## src/rtl/adder_bcd_display.sv

```systemverilog
// rtl/adder_bcd_display.sv - registered adder, iterative double-dabble BCD and multiplexed seven-segment scan
// Optional build macro: LZ_BLANK_EN (leading-zero blanking of the displayed digits).
module adder_bcd_display #(
  parameter int WIDTH       = 8,
  parameter int DIGITS      = 3,
  parameter int REFRESH_DIV = 50000
) (
  input  logic              clk,
  input  logic              rst,
  input  logic [WIDTH-1:0]  a,
  input  logic [WIDTH-1:0]  b,
  input  logic              c_in,
  input  logic              start,
  output logic              busy,
  output logic              done,
  output logic [WIDTH:0]    sum,
  output logic              ovf,
  output logic [6:0]        seg,
  output logic [DIGITS-1:0] an
);

  // Decimal digits needed for 2**(WIDTH+1)-1: floor((WIDTH+1)*log10(2))+1.
  localparam int BCD_N  = ((WIDTH + 1) * 30103) / 100000 + 1;
  localparam int SCR_N  = (BCD_N > DIGITS) ? BCD_N : DIGITS;
  localparam int SW     = 4 * SCR_N;
  localparam int ITER_W = $clog2(WIDTH + 2);
  localparam int CNT_W  = (REFRESH_DIV > 1) ? $clog2(REFRESH_DIV) : 1;
  localparam int IDX_W  = (DIGITS > 1) ? $clog2(DIGITS) : 1;
  localparam logic [63:0] OVF_LIMIT = 64'(10 ** DIGITS);

  localparam logic [6:0] SEG_DASH  = 7'b0111111;
  localparam logic [6:0] SEG_BLANK = 7'b1111111;

  typedef enum logic [1:0] {S_IDLE, S_CONVERT, S_DONE} state_t;

  state_t              state, state_next;
  logic [ITER_W-1:0]   iter;
  logic [WIDTH:0]      shreg;
  logic [SW-1:0]       scratch;
  logic [SW-1:0]       scr_adj;
  logic [SW+WIDTH:0]   dd_next;
  logic [WIDTH:0]      sum_calc;
  logic [3:0]          disp [DIGITS];
  logic                ovf_disp;
  logic [CNT_W-1:0]    scan_cnt;
  logic [IDX_W-1:0]    scan_idx;
  logic [3:0]          sel;

  assign sum_calc = {1'b0, a} + {1'b0, b} + {{WIDTH{1'b0}}, c_in};

  // FSM state register
  always_ff @(posedge clk) begin
    if (rst) state <= S_IDLE;
    else     state <= state_next;
  end

  // FSM next-state and status outputs
  always_comb begin
    state_next = state;
    busy       = 1'b0;
    done       = 1'b0;
    case (state)
      S_IDLE:    if (start) state_next = S_CONVERT;
      S_CONVERT: begin
        busy = 1'b1;
        if (iter == ITER_W'(WIDTH)) state_next = S_DONE;
      end
      S_DONE: begin
        done       = 1'b1;
        state_next = S_IDLE;
      end
      default:   state_next = S_IDLE;
    endcase
  end

  // Double-dabble step: add 3 to every nibble >= 5, then shift the whole chain left
  always_comb begin
    scr_adj = scratch;
    for (int i = 0; i < SCR_N; i++) begin
      if (scratch[4*i +: 4] >= 4'd5) scr_adj[4*i +: 4] = scratch[4*i +: 4] + 4'd3;
    end
    dd_next = {scr_adj, shreg} << 1;
  end

  // Capture, conversion and display-register datapath
  always_ff @(posedge clk) begin
    if (rst) begin
      sum      <= '0;
      ovf      <= 1'b0;
      shreg    <= '0;
      scratch  <= '0;
      iter     <= '0;
      ovf_disp <= 1'b0;
      for (int i = 0; i < DIGITS; i++) disp[i] <= 4'd0;
    end else begin
      case (state)
        S_IDLE: if (start) begin
          sum     <= sum_calc;
          ovf     <= (64'(sum_calc) >= OVF_LIMIT);
          shreg   <= sum_calc;
          scratch <= '0;
          iter    <= '0;
        end
        S_CONVERT: begin
          scratch <= dd_next[SW+WIDTH:WIDTH+1];
          shreg   <= dd_next[WIDTH:0];
          iter    <= iter + ITER_W'(1);
        end
        S_DONE: begin
          for (int i = 0; i < DIGITS; i++) disp[i] <= scratch[4*i +: 4];
          ovf_disp <= ovf;
        end
        default: ;
      endcase
    end
  end

  // Free-running digit scan, independent of the FSM
  always_ff @(posedge clk) begin
    if (rst) begin
      scan_cnt <= '0;
      scan_idx <= '0;
    end else if (scan_cnt == CNT_W'(REFRESH_DIV - 1)) begin
      scan_cnt <= '0;
      scan_idx <= (scan_idx == IDX_W'(DIGITS - 1)) ? '0 : scan_idx + IDX_W'(1);
    end else begin
      scan_cnt <= scan_cnt + CNT_W'(1);
    end
  end

`ifdef LZ_BLANK_EN
  logic [IDX_W-1:0] msnz;
`endif

  // Select the scanned digit and decode it to active-low segments
  always_comb begin
    sel = 4'd0;
`ifdef LZ_BLANK_EN
    msnz = '0;
`endif
    for (int i = 0; i < DIGITS; i++) begin
      if (scan_idx == IDX_W'(i)) sel = disp[i];
`ifdef LZ_BLANK_EN
      if (disp[i] != 4'd0) msnz = IDX_W'(i);
`endif
    end
    case (sel)
      4'd0:    seg = 7'b1000000;
      4'd1:    seg = 7'b1111001;
      4'd2:    seg = 7'b0100100;
      4'd3:    seg = 7'b0110000;
      4'd4:    seg = 7'b0011001;
      4'd5:    seg = 7'b0010010;
      4'd6:    seg = 7'b0000010;
      4'd7:    seg = 7'b1111000;
      4'd8:    seg = 7'b0000000;
      4'd9:    seg = 7'b0010000;
      default: seg = SEG_BLANK;
    endcase
`ifdef LZ_BLANK_EN
    if (scan_idx > msnz) seg = SEG_BLANK;
`endif
    if (ovf_disp) seg = SEG_DASH;
    an = ~(DIGITS'(1) << scan_idx);
  end

endmodule

```

## config.mk

```make
export PLATFORM = sky130hd
export DESIGN_NAME = adder_bcd_display
export DESIGN_NICKNAME = d
export VERILOG_FILES = /design/src/rtl/adder_bcd_display.sv
export SDC_FILE = /design/constraint.sdc
export NUM_CORES = 1
export LEC_CHECK = 0
export CAP_MARGIN = 5
export CORE_MARGIN = 1.5
export CORE_UTILIZATION = 35
export CTS_CLUSTER_DIAMETER = 120
export DETAILED_ROUTE_END_ITERATION = 8
export DONT_BUFFER_PORTS = 1
export HOLD_SLACK_MARGIN = 0.15
export SETUP_SLACK_MARGIN = 0.1
export SYNTH_ARGS = -nofsm -noshare
export SYNTH_HDL_FRONTEND = slang
export SYNTH_SLANG_ARGS = --single-unit
```

## constraint.sdc

```tcl
create_clock -name clk -period 2 [get_ports clk]
set_input_delay 0.4 -clock clk [delete_from_list [all_inputs] [get_ports clk]]
set_output_delay 0.4 -clock clk [all_outputs]
set_load 0.005 [all_outputs]
```

==> results.py <==
metrics = {
    "status": {
        "run_status": "finished, violations left",
        "violations": "setup timing",
    },
    "critical_path": {
        "path_max_fanout": 6,
        "r2r_cells": 7,
        "end_kind": "primary output",
        "cp.required_ns": 1.60,
        "crit_path_start_kind": "register",
        "crit_arrival_ns": 1.83,
        "crit_type": "reg -> out",
    },
    "drt": {
        "postRouteWirelength_um": 6990,
        "viasPerCell": 4.97,
        "drc": 0,
        "dr.first_iter.drc_count": 104,
        "drt-pass1-iter-count": 4,
        "avgRoutedWirePerCell_um": 13.0,
        "ant_nets": 0,
        "via_count": 2667,
    },
    "synthesis": {
        "synthCells": 383,
        "synthFlopType": "dfxtp_1",
        "synth_warnings": 0,
        "synth-seq-cells": 66,
        "synth.distinct_cells": 56,
        "async_flop_share_pct": 0,
        "synth_top_area_share_pct": 31.1,
        "synthesis.area_um2": 3470,
        "syn_nets": 426,
        "synth_top_cells_by_count": "dfxtp_1, nor2_1, nand2_1",
        "synth_edf_count": 12,
        "yosys.area.top_type": "dfxtp_1",
        "syn_area_per_cell_um2": 9.07,
        "netlist_top_cells_area": "dfxtp_1, edfxtp_1, ha_1, nor2_1, a21oi_1",
        "synthMostInstantiatedCell": "dfxtp_1",
        "seq_area_frac_synth_pct": 41.5,
    },
    "min_path": {
        "min_path_cells": 1,
        "worstHoldPathType": "in -> reg",
    },
    "floorplanning": {
        "row_count": 36,
        "boundaryPins": 42,
        "dieArea_um2": 10500,
        "dieHeight_um": 103,
        "die_x_um": 103,
        "initial_core_util_pct": 35.9,
        "core-area_um2": 9680,
    },
    "power_and_ir_drop": {
        "p_leak_nw": 1.57,
        "p_per_area_nw_per_um2": 763,
        "ir_drop_mv": 0.369,
    },
    "placed_design": {
        "place_congestion": 0.737,
        "port_buffers": 0,
        "place_hpwl_um": 4640,
    },
    "job": {
        "max-cap-violations": 0,
    },
    "sta": {
        "relSlewSlack_pct": 65.6,
        "drv_slew": 0,
        "whs_ns": 0.177,
        "fmax_ghz": 0.448,
        "tightest_slew_ns": 0.516,
        "hold_violations": 0,
        "setup_ws_ns": -0.234,
        "skew_ns": 0.0122,
        "fin_crit_ns": 2.23,
        "setup-violations-final": 7,
        "rsz0062_at_grt": "yes",
        "timing.final.crit_share_pct": 112,
    },
    "cts": {
        "cts_buffers": 9,
        "root_buffer": "clkbuf_8",
        "cts_sinks": 66,
        "path_clk_slew_ns": 0.08,
        "insertion_delay_ns": 0.35,
        "clock_path_buffers": 2,
        "h-tree-depth": 3,
        "cts_tree": "yes",
    },
    "global_route": {
        "grt_start_max_net_pins": 34,
        "track_usage_pct": 14.2,
        "grt_pass1_wl_um": 11800,
        "overflow": 0,
        "first_global_vias": 2596,
        "antenna_found_initial": 0,
    },
    "cells_and_area": {
        "utilization_pct": 42.4,
        "final_nets": 442,
        "areaGrowthSynthToFinish_pct": 18.4,
        "drive_gt1_share_pct": 16.8,
        "diodes": 0,
    },
}
-- power by group --
group	switching [W]	total (W)	internal [W]
sequential	0.0000424	0.00145	0.00141
clock	0.000526	0.00135	0.000826
combinational	0.000192	0.000337	0.000145
total	0.000760	0.00314	0.00238
-- cell usage in the layout, fill, tap and decap left out, types with 5 or more instances in the layout --
master and n:
a21o_1 6, a21oi_1 20, a22oi_1 10, and2_1 9, buf_4 14, buf_6 5, clkbuf_8 9, dfxtp_1 53
edfxtp_1 12, ha_1 20, inv_1 17, nand2_1 30, nand2b_1 8, nand3_1 9, nor2_1 50, nor3_1 14
o21ai_0 10, xnor2_1 14, xor2_1 10
-- worst max-delay path, cell delays in order, from the launching register on --
cell	delay [ns]
dfxtp_4	0.37
buf_12	0.14
nor2b_4	0.21
a21oi_4	0.10
buf_6	0.13
ha_4	0.15
mux2_4	0.27
a22oi_2	0.14
-- path summary, 6_finish.rpt --
check,endpoint,slack [ns],startpoint
setup reg to reg,scan_cnt[8]$_SDFF_PP0_,0.39,scan_cnt[0]$_SDFF_PP0_
hold / removal,shreg[8]$_SDFFE_PP0P_,0.18,rst
setup / recovery,seg[4],-0.23,scan_idx[0]$_SDFFE_PP0P_
hold reg to reg,scan_cnt[0]$_SDFF_PP0_,0.47,scan_cnt[0]$_SDFF_PP0_
-- cell type report --
type	count	area, um2
fill	943	5570
multi-input combinational	280	1970
sequential	66	1450
timing repair buffer	22	211
tap	133	166
clock buffer	9	124
clock inverter	7	116
inverter	20	78.8
-- routing by layer --
metal | vias up | routed length [um] | GRT usage, %
met5 | - | 0 | 0
met2 | 68 | 3150 | 23.7
li1 | 1359 | - | -
met1 | 1228 | 3290 | 16.9
met4 | 0 | 148 | 6.53
met3 | 12 | 400 | 4.07
-- registers in the layout (all words and copies together), names as in the netlist --
register and cells:
disp 12, iter 4, scan_cnt 16, scan_idx 2, scratch 12, shreg 9, state 2, sum 9
-- repair_timing --
item | 4_1_cts | 5_1_grt
pin swaps | 4 | 4
resized for setup | 15 | 10
hold buffers | 2 | 0
hold endpoints to repair | 33 | 0
endpoints found under the setup margin | 7 | 8
setup buffers | 4 | 3
-- cells by family (layout without fill, tap and decap cells) --
logic type,Yosys count,after routing,synth area share (%)
simple gates,148,148,21.1
compound gates,75,75,14.5
flops,66,66,41.5
buf+inv,37,58,4.83
xor+xnor,24,24,6.05
fa+ha+maj,23,23,8.72
mux,9,9,3.14
other cells,1,1,0.108
-- per-stage QoR --
stage / area, um2 / setup TNS (ns) / power [W] / std cells / setup slack (ns)
finish: 4110 / -1.12 / 0.00314 / 537 / -0.234
global route: 4110 / -1.80 / 0.00328 / 537 / -0.319
CTS: 4040 / -1.18 / 0.00316 / 534 / -0.232
detailed placement: 3670 / -0.0513 / 0.00177 / 512 / -0.0308
global placement: 3670 / 0 / 0.00176 / 512 / 0.0461
floorplan: 3490 / 0 / 0.00171 / 383 / 0.0573
No activity file was read; power rests on OpenSTA's default activity.
